### src/rtl/if_fetch_unit.sv
// if_fetch_unit: MIPS IF stage; walks the PC, fetches from imem with one request in flight, buffers words, presents pc/inst to IF/ID
module if_fetch_unit #(
    parameter int          DEPTH    = 2,
    parameter logic [31:0] RESET_PC = 32'h0000_0000
) (
    input  logic        clk,
    input  logic        rst,
    input  logic        be_i,
    input  logic [31:0] baddr_i,
    input  logic        stall_i,
    output logic        imem_req_o,
    output logic [31:0] imem_addr_o,
    input  logic        imem_ack_i,
    input  logic [31:0] imem_rdata_i,
    output logic [31:0] pc_o,
    output logic [31:0] inst_o,
    output logic        valid_o
);
    localparam int PW = $clog2(DEPTH);
    localparam logic [PW:0] FULL = (PW+1)'(DEPTH);

    typedef enum logic {RUN, DRAIN} state_t;

    state_t        state, state_n;
    logic          live;
    logic [31:0]   fetch_pc, fetch_pc_n;
    logic [31:0]   target_q, target_n;
    logic [31:0]   tgt;
    logic [31:0]   q_pc   [DEPTH];
    logic [31:0]   q_inst [DEPTH];
    logic [PW-1:0] head, tail;
    logic [PW:0]   count;
    logic          push, pop;

    assign tgt         = baddr_i & ~32'd3;
    assign pop         = !stall_i && !be_i && count != '0;
    assign imem_addr_o = fetch_pc;

    // Request gating and next fetch address; a redirect against an unacked request parks in DRAIN until the ack lands
    always_comb begin
        state_n    = state;
        fetch_pc_n = fetch_pc;
        target_n   = target_q;
        imem_req_o = 1'b0;
        push       = 1'b0;
        if (state == RUN) begin
            imem_req_o = live && (count < FULL || pop);
            if (be_i) begin
                if (imem_req_o && !imem_ack_i) begin
                    state_n  = DRAIN;
                    target_n = tgt;
                end else begin
                    fetch_pc_n = tgt;
                end
            end else if (imem_req_o && imem_ack_i) begin
                push       = 1'b1;
                fetch_pc_n = fetch_pc + 32'd4;
            end
        end else begin
            imem_req_o = 1'b1;
            target_n   = be_i ? tgt : target_q;
            if (imem_ack_i) begin
                state_n    = RUN;
                fetch_pc_n = target_n;
            end
        end
    end

    // FSM state, fetch pointer and queue occupancy; live holds off requests for the first cycle out of reset
    always_ff @(posedge clk) begin
        if (rst) begin
            state    <= RUN;
            live     <= 1'b0;
            fetch_pc <= RESET_PC;
            target_q <= RESET_PC;
            head     <= '0;
            tail     <= '0;
            count    <= '0;
        end else begin
            state    <= state_n;
            live     <= 1'b1;
            fetch_pc <= fetch_pc_n;
            target_q <= target_n;
            if (be_i) begin
                head  <= '0;
                tail  <= '0;
                count <= '0;
            end else begin
                if (push) tail <= tail + PW'(1);
                if (pop) head <= head + PW'(1);
                count <= count + (PW+1)'(push) - (PW+1)'(pop);
            end
        end
    end

    // Prefetch storage; contents are don't-care while the slot is not counted
    always_ff @(posedge clk) begin
        if (push) begin
            q_pc[tail]   <= fetch_pc;
            q_inst[tail] <= imem_rdata_i;
        end
    end

    // IF/ID output register: redirect forces a bubble, stall holds, otherwise pop head or bubble when empty
    always_ff @(posedge clk) begin
        if (rst || be_i) begin
            pc_o    <= '0;
            inst_o  <= '0;
            valid_o <= 1'b0;
        end else if (!stall_i) begin
            pc_o    <= pop ? q_pc[head] : '0;
            inst_o  <= pop ? q_inst[head] : '0;
            valid_o <= pop;
        end
    end

    // Request gating must make a push into a full queue without a pop impossible
    always_ff @(posedge clk) begin
        if (!rst) assert (!(push && count == FULL && !pop));
    end
endmodule

### config.mk
export PLATFORM = sky130hd
export DESIGN_NAME = if_fetch_unit
export DESIGN_NICKNAME = d
export VERILOG_FILES = /design/src/rtl/if_fetch_unit.sv
export SDC_FILE = /design/constraint.sdc
export NUM_CORES = 1
export LEC_CHECK = 0
export ABC_AREA = 1
export BUFFER_PORTS_ARGS = -buffer_cell sky130_fd_sc_hd__clkbuf_2
export CORE_AREA = 5 5 221 223
export CTS_CLUSTER_DIAMETER = 30
export DETAILED_ROUTE_END_ITERATION = 8
export DIE_AREA = 0 0 226 228
export MAX_ROUTING_LAYER = met4
export SLEW_MARGIN = 40
export SYNTH_ARGS = -nofsm -noshare
export SYNTH_HDL_FRONTEND = slang
export SYNTH_SLANG_ARGS = --single-unit
export TNS_END_PERCENT = 30
### constraint.sdc
create_clock -name clk -period 4.65 [get_ports clk]
set_clock_uncertainty 0.15 [all_clocks]
set_input_delay 0.2325 -clock clk [delete_from_list [all_inputs] [get_ports clk]]
set_output_delay 0.2325 -clock clk [all_outputs]
set_load 0.02 [all_outputs]
---- After elaboration in Yosys (flattened, before gate mapping) ----
Memory sizes are Yosys's and may differ from the RTL's. A register that Yosys moved wholly into a read port is not among the register bits.
Index checks and enable logic that the tools add are counted.
W data, S select, Z words.
cells by class
  muxes and demuxes ....................... 26
  reductions and logical operators ........ 17
  magnitude comparators ................... 1
  equality and inequality tests ........... 2
  $add $sub $neg .......................... 5
operator list
  kind                     count
  $mux W32                 11
  $add A32 B3 Y32 const B  1
  $mux W1                  15
  $reduce_bool A2 Y1       3
  $logic_and A1 B1 Y1      5
  $logic_not A1 Y1         3
  $ne A3 B3 Y1 const B     1
  $reduce_and A3 Y1        1
  $reduce_bool A3 Y1       1
  $add A1 B1 Y1 const B    2
  $add A2 B1 Y2            1
  $logic_or A1 B1 Y1       2
  $lt A2 B2 Y1 const B     1
  $ne A2 B2 Y1 const B     1
  $reduce_and A2 Y1        1
  $reduce_or A2 Y1         1
  $sub A2 B1 Y2            1
word-level totals
  memory bits (writable) .................. 128
  input port bits ......................... 69
  memories kept ........................... 2
  flip-flop bits (word level) ............. 135
memory list
  memory  words  bits a word  rd ports  clocked after Yosys merged registers in  write ports  line  RTL
  q_inst  2      32           1         1                                        1            30    logic [31:0] q_inst [DEPTH];
  q_pc    2      32           1         1                                        1            29    logic [31:0] q_pc [DEPTH];

---- Longest topological paths before layout ----
  depth after elaboration ................. 11
  mapped depth ............................ 12
  mapped depth without buffers ............ 12

---- Least setup slack after synthesis ----
OpenSTA, ideal clock, no wires.
  kind .................................... register to register
  from .................................... reg count[1]
  to ...................................... mem q_inst[0][0] (enable)
  arrival time ............................ 3.535 ns
  setup time .............................. 0.487 ns
  buffers on the path ..................... 0
  path slack .............................. 0.479 ns
  cell stages (with the launch flop) ...... 7
  clock period less this slack ............ 4.171 ns
  path through ............................ dfxtp_1 nor2_1 nor2_2 nand2_1 nand2_1 nand4_1 nor2_1
on the way
  word-level cells in the longest chain between the ends .. 10
  elaborated cells between the ends (all ways) .. 11
  those cells by class .................... order compare: 1; mux: 5; reduce/logical: 5
ends and longest elaborated chain
  element                                               line  RTL
  from (decl)                                           32    logic [PW:0] count;
  from (signal assigned)                                91    count <= count + (PW+1)'(push) - (PW+1)'(pop);
  branches (longest 2 deep; another with $lt A2 B2 Y1)  n/a
  $logic_or A1 B1 Y1 *                                  47    imem_req_o = live && (count < FULL || pop);
  $logic_and A1 B1 Y1 *                                 47
  $logic_and A1 B1 Y1 *                                 55    end else if (imem_req_o && imem_ack_i) begin
  $mux W1 *                                             55
  $mux W1 *                                             48    if (be_i) begin
  $mux W1 *                                             46    if (state == RUN) begin
  $mux W1 *                                             98    if (push) begin
  $mux W1 (implied by the code) *                       100   q_inst[tail] <= imem_rdata_i;
  to (decl)                                             30
Every way passes the cells marked *.

---- Final worst setup path ----
  from .................................... reg state
  to ...................................... reg fetch_pc[18] (netlist: imem_addr_o[18])
on the way
  word-level cells in the longest chain between the ends .. 2
  elaborated cells between the ends (all ways) .. 5
  those cells by class .................... eq/ne: 2; mux: 1; reduce/logical: 2
ends and longest elaborated chain
  element                                                line  RTL
  from (decl)                                            24    state_t state, state_n;
  from (signal assigned)                                 80    state <= state_n;
  $ne A3 B3 Y1 (no source line) (tied with other cells)  n/a
  $reduce_and A3 Y1 (no source line)                     n/a
  to (signal assigned)                                   82    fetch_pc <= fetch_pc_n;
  to (decl)                                              26    logic [31:0] fetch_pc, fetch_pc_n;
Parallel ways exist; a longest one is shown, timed or not.
A chain may end at the register's enable or synchronous reset.

==> impl_results.md <==
- Post-synthesis average cell area: 9.623 um^2
- Worst Path Arrival: 3170 ps
- Fmax achieved: 0.3505 GHz
- Post-synthesis mux area share: 0.06507
- Reg power frac: 0.340
- First-pass GRT wire length: 50.21 mm
- DP HPWL: 20.86 mm
- Detail Route Antenna Nets: 0
- I/O pin count: around 170
- Post-synthesis compound-gate area fraction: 0.1079
- Combinational Power Share: 0.054
- Max Fanout on Critical Path: 39
- Synth area leaders: edfxtp_1, dfxtp_1, nand2_1
- Rel. slew slack: 0.4750
- Core ar.: 46,360 um^2
- NetSw: 1.796 mW
- Final std cells w/o fill: 2,063
- CTS tree: built
- WS Path Type: flip-flop to flip-flop
- Largest family of logic cells by synthesized area: simple AND/OR/NAND/NOR gates
- Area grow syn2layout: 39.70%
- # fillers: roughly 4,700
- Power per cell area: 493.4 nW/um^2
- Largest area contributor in the netlist: edfxtp_1
- Fin. Hold Viols: 0
- DR pass1 iterations: 5
- Cell internal pwr: between 5 and 6 mW
- Tcrit/Tclk final: 0.6136
- Synthesis-stage register bit count: 264
- Crit start category: flip-flop
- Total chip power: 7.634 mW
- CTS buffer count: 67
- Initial antenna violation count: 3
- # H-tree levels: 3
- Worst VDD drop: 0.2468 mV
- Fin nets: 1,470
- Placed insts: 1,872
- Final Setup Violations: 0
- CP Capture Type: flip-flop
- Post-synthesis simple-gate area fraction: 0.1795
- Sw Share: 0.2352
- Slowest-stage cell, CP: inv_2
- Gr ovfl total: 0
- Setup TNS: 0 ps
- Area share of the largest cell type after synthesis: 0.3470
- Iteration-0 DRC Markers: 469
- DR WL/cell: 15.72 um
- Largest net degree at the start of global routing: 66
- Die W: between 200 and 250 um
- Routed wire length: 32.43 mm
- Starting Density: 0.2389
- Status: complete, no violations
- Tmin final: 2853 ps
- Row cnt: 79
- Fraction of final layout cells sized beyond drive strength 1: 0.2636
- Sequential area share after synthesis: 0.5929
- Vias per std cell: around 4.4
- Unique masters post-synth: 39
- Static Leakage: 5.847 nW
- Pins Over Slew Limit: 0
- Max Cap Viol: 0
- Clock power share: 0.605
- Least-Margin Pin Slew: slightly below 800 ps
- Cell Area, Synth: about 11,000 um^2
- RD Place Congestion: 0.8217
- CP Buf/Inv Count: 3
- Worst-path cell chain: nor2_4 -> inv_1 -> nand2_2 -> nand2_2 -> inv_2 -> nand2_1 -> nand3_1 -> inv_1
- Sink Count: roughly 260
- Port Buffer Count: 164
- Die ar.: 51,530 um^2
- All-Layer GR Usage: 0.1270
- Clk Latency, worst-skew pair: 580 ps
- Root Driver: clkbuf_16
- Worst Hold Class: input port to flip-flop
- Synthesized Nets: 1,223
- Xor/xnor share of the synthesized area: 0.001582
- DRC: 0
- Clock transition at the registers of the reported paths: 40 ps
- Vias: 9,079
- Crit path max-delay family: simple AND/OR/NAND/NOR gates
- CP max stage delay: 590 ps
- Post-Synth Adder-Cell Area: 0.003389
- Min Hold Slack: 97.63 ps
- Cells after Synth: between 1,000 and 1,500
- CTS resizes: 0
- Clock buffer depth: 3
- Die H: 228 um
- Worst Path Required: 4960 ps
- Vias in the first global route: around 9,000
- Yosys Warn Count: 0
- RSZ-0062 raised after global routing: false
registers in the layout (all words and copies together), names as in the netlist, named ones only:
register	flops
q_pc	64
state	1
pc_o	32
live	1
head	1
imem_addr_o	32
valid_o	1
count	2
tail	1
inst_o	32
target_q	32
q_inst	64
per-layer routing:
metal  track usage  share of wire  up-vias  routed length, um
met3       0.03802          0.075       65               2423
li1              -              -     4443                  -
met4       0.04369          0.021        0                694
met1        0.1620           0.45     4284              14650
met2        0.1925           0.45      287              14660
met5             -              0        -                  0
logic make-up after synthesis:
kind of cell,Yosys count
simple gates,475
flops,264
compound gates,215
buf+inv,128
mux,64
fa+ha+maj,3
xor+xnor,2
final cells by class:
class,count,area (um^2),share of cell area
Clock buffer,84,1843,0.1191
Multi-Input combinational cell,759,3974,0.2568
Inverter,68,257.7,0.01666
Antenna cell,3,7.507,0.0004852
Timing Repair Buffer,238,1590,0.1028
Sequential cell,264,6570,0.4246
Tap cell,607,759.5,0.04909
Clock inverter,40,470.5,0.03041
worst paths after layout:
| check | startpoint | endpoint | slack, ps | cells past startpoint |
|---|---|---|---|---|
| worst max-delay path | state$_SDFF_PP0_ | imem_addr_o[18]$_SDFFE_PP0P_ | 1800 | 8 |
| worst min-delay path | be_i | target_q[7]$_SDFFE_PP0P_ | 100 | 3 |
| worst max register to register | state$_SDFF_PP0_ | imem_addr_o[18]$_SDFFE_PP0P_ | 1800 | 8 |
| worst min register to register | target_q[1]$_SDFFE_PP0P_ | target_q[1]$_SDFFE_PP0P_ | 300 | 2 |
worst register-to-register path, stage by stage, from the launching register on:
cell and delay, ps:
dfxtp_1 440, nor2_4 440, inv_1 240, nand2_2 150
nand2_2 450, inv_2 610, nand2_1 120, nand3_1 110
inv_1 40
stage by stage:
stage               cell area, um^2  setup WS [ps]  utilization
floorplan                     11080          478.7            -
global placement              12460           1648       0.2689
detailed placement            12510           1618       0.2698
CTS                           15460           1800       0.3335
global route                  15470           1576       0.3338
finish                        15470           1797       0.3338
cells in the final DEF, fill, tap and decap left out, types with 5 or more instances in the layout:
master	instances
nand3_1	52
nor2_4	5
clkbuf_8	6
o211ai_1	6
bufinv_16	6
clkbuf_1	9
inv_1	61
o21ai_0	56
nor3_1	5
o21a_1	11
clkinv_2	11
clkbuf_2	164
o21bai_1	7
edfxtp_1	128
clkbuf_16	69
dfxtp_1	135
nor2_2	9
mux2_2	64
a31oi_1	16
nand3b_1	5
nand2_1	309
dlygate4sd3_1	64
clkinvlp_4	8
nor2_1	73
buf_4	5
clkinv_4	5
inv_2	5
a21oi_1	110
synth_stat cells (all sizes together):
| cell type | instances |
|---|---|
| and2 | 3 |
| o21a | 11 |
| clkinv | 1 |
| mux2 | 64 |
| o211ai | 6 |
| o22ai | 1 |
| a21oi | 110 |
| inv | 67 |
| a211oi | 4 |
| xnor2 | 1 |
| or2 | 4 |
| nor2 | 88 |
| ha | 3 |
| nand4 | 4 |
| nand2 | 313 |
| buf | 31 |
| clkbuf | 29 |
| o21bai | 7 |
| a41oi | 1 |
| dfxtp | 136 |
| o221ai | 1 |
| nand3 | 52 |
| o21ai | 58 |
| xor2 | 1 |
| nor3 | 5 |
| nand3b | 6 |
| a31oi | 16 |
| edfxtp | 128 |
repair_timing:
action,CTS,global route
hold buffers,64,0
endpoints found under the setup margin,0,0
setup buffers,0,0
hold endpoints to repair,125,0
power by group through the flow:
stage	Sequential [mW]	Clock, mW	Combinational, mW
6_report	2.60	4.62	0.413
5_1_grt	2.61	4.86	0.457
4_1_cts	2.60	4.73	0.419
3_5_place_dp	2.64	0	0.372
3_3_place_gp	2.64	0	0.363
2_1_floorplan	2.63	0	0.212
Power figures use the tool's default switching activity.
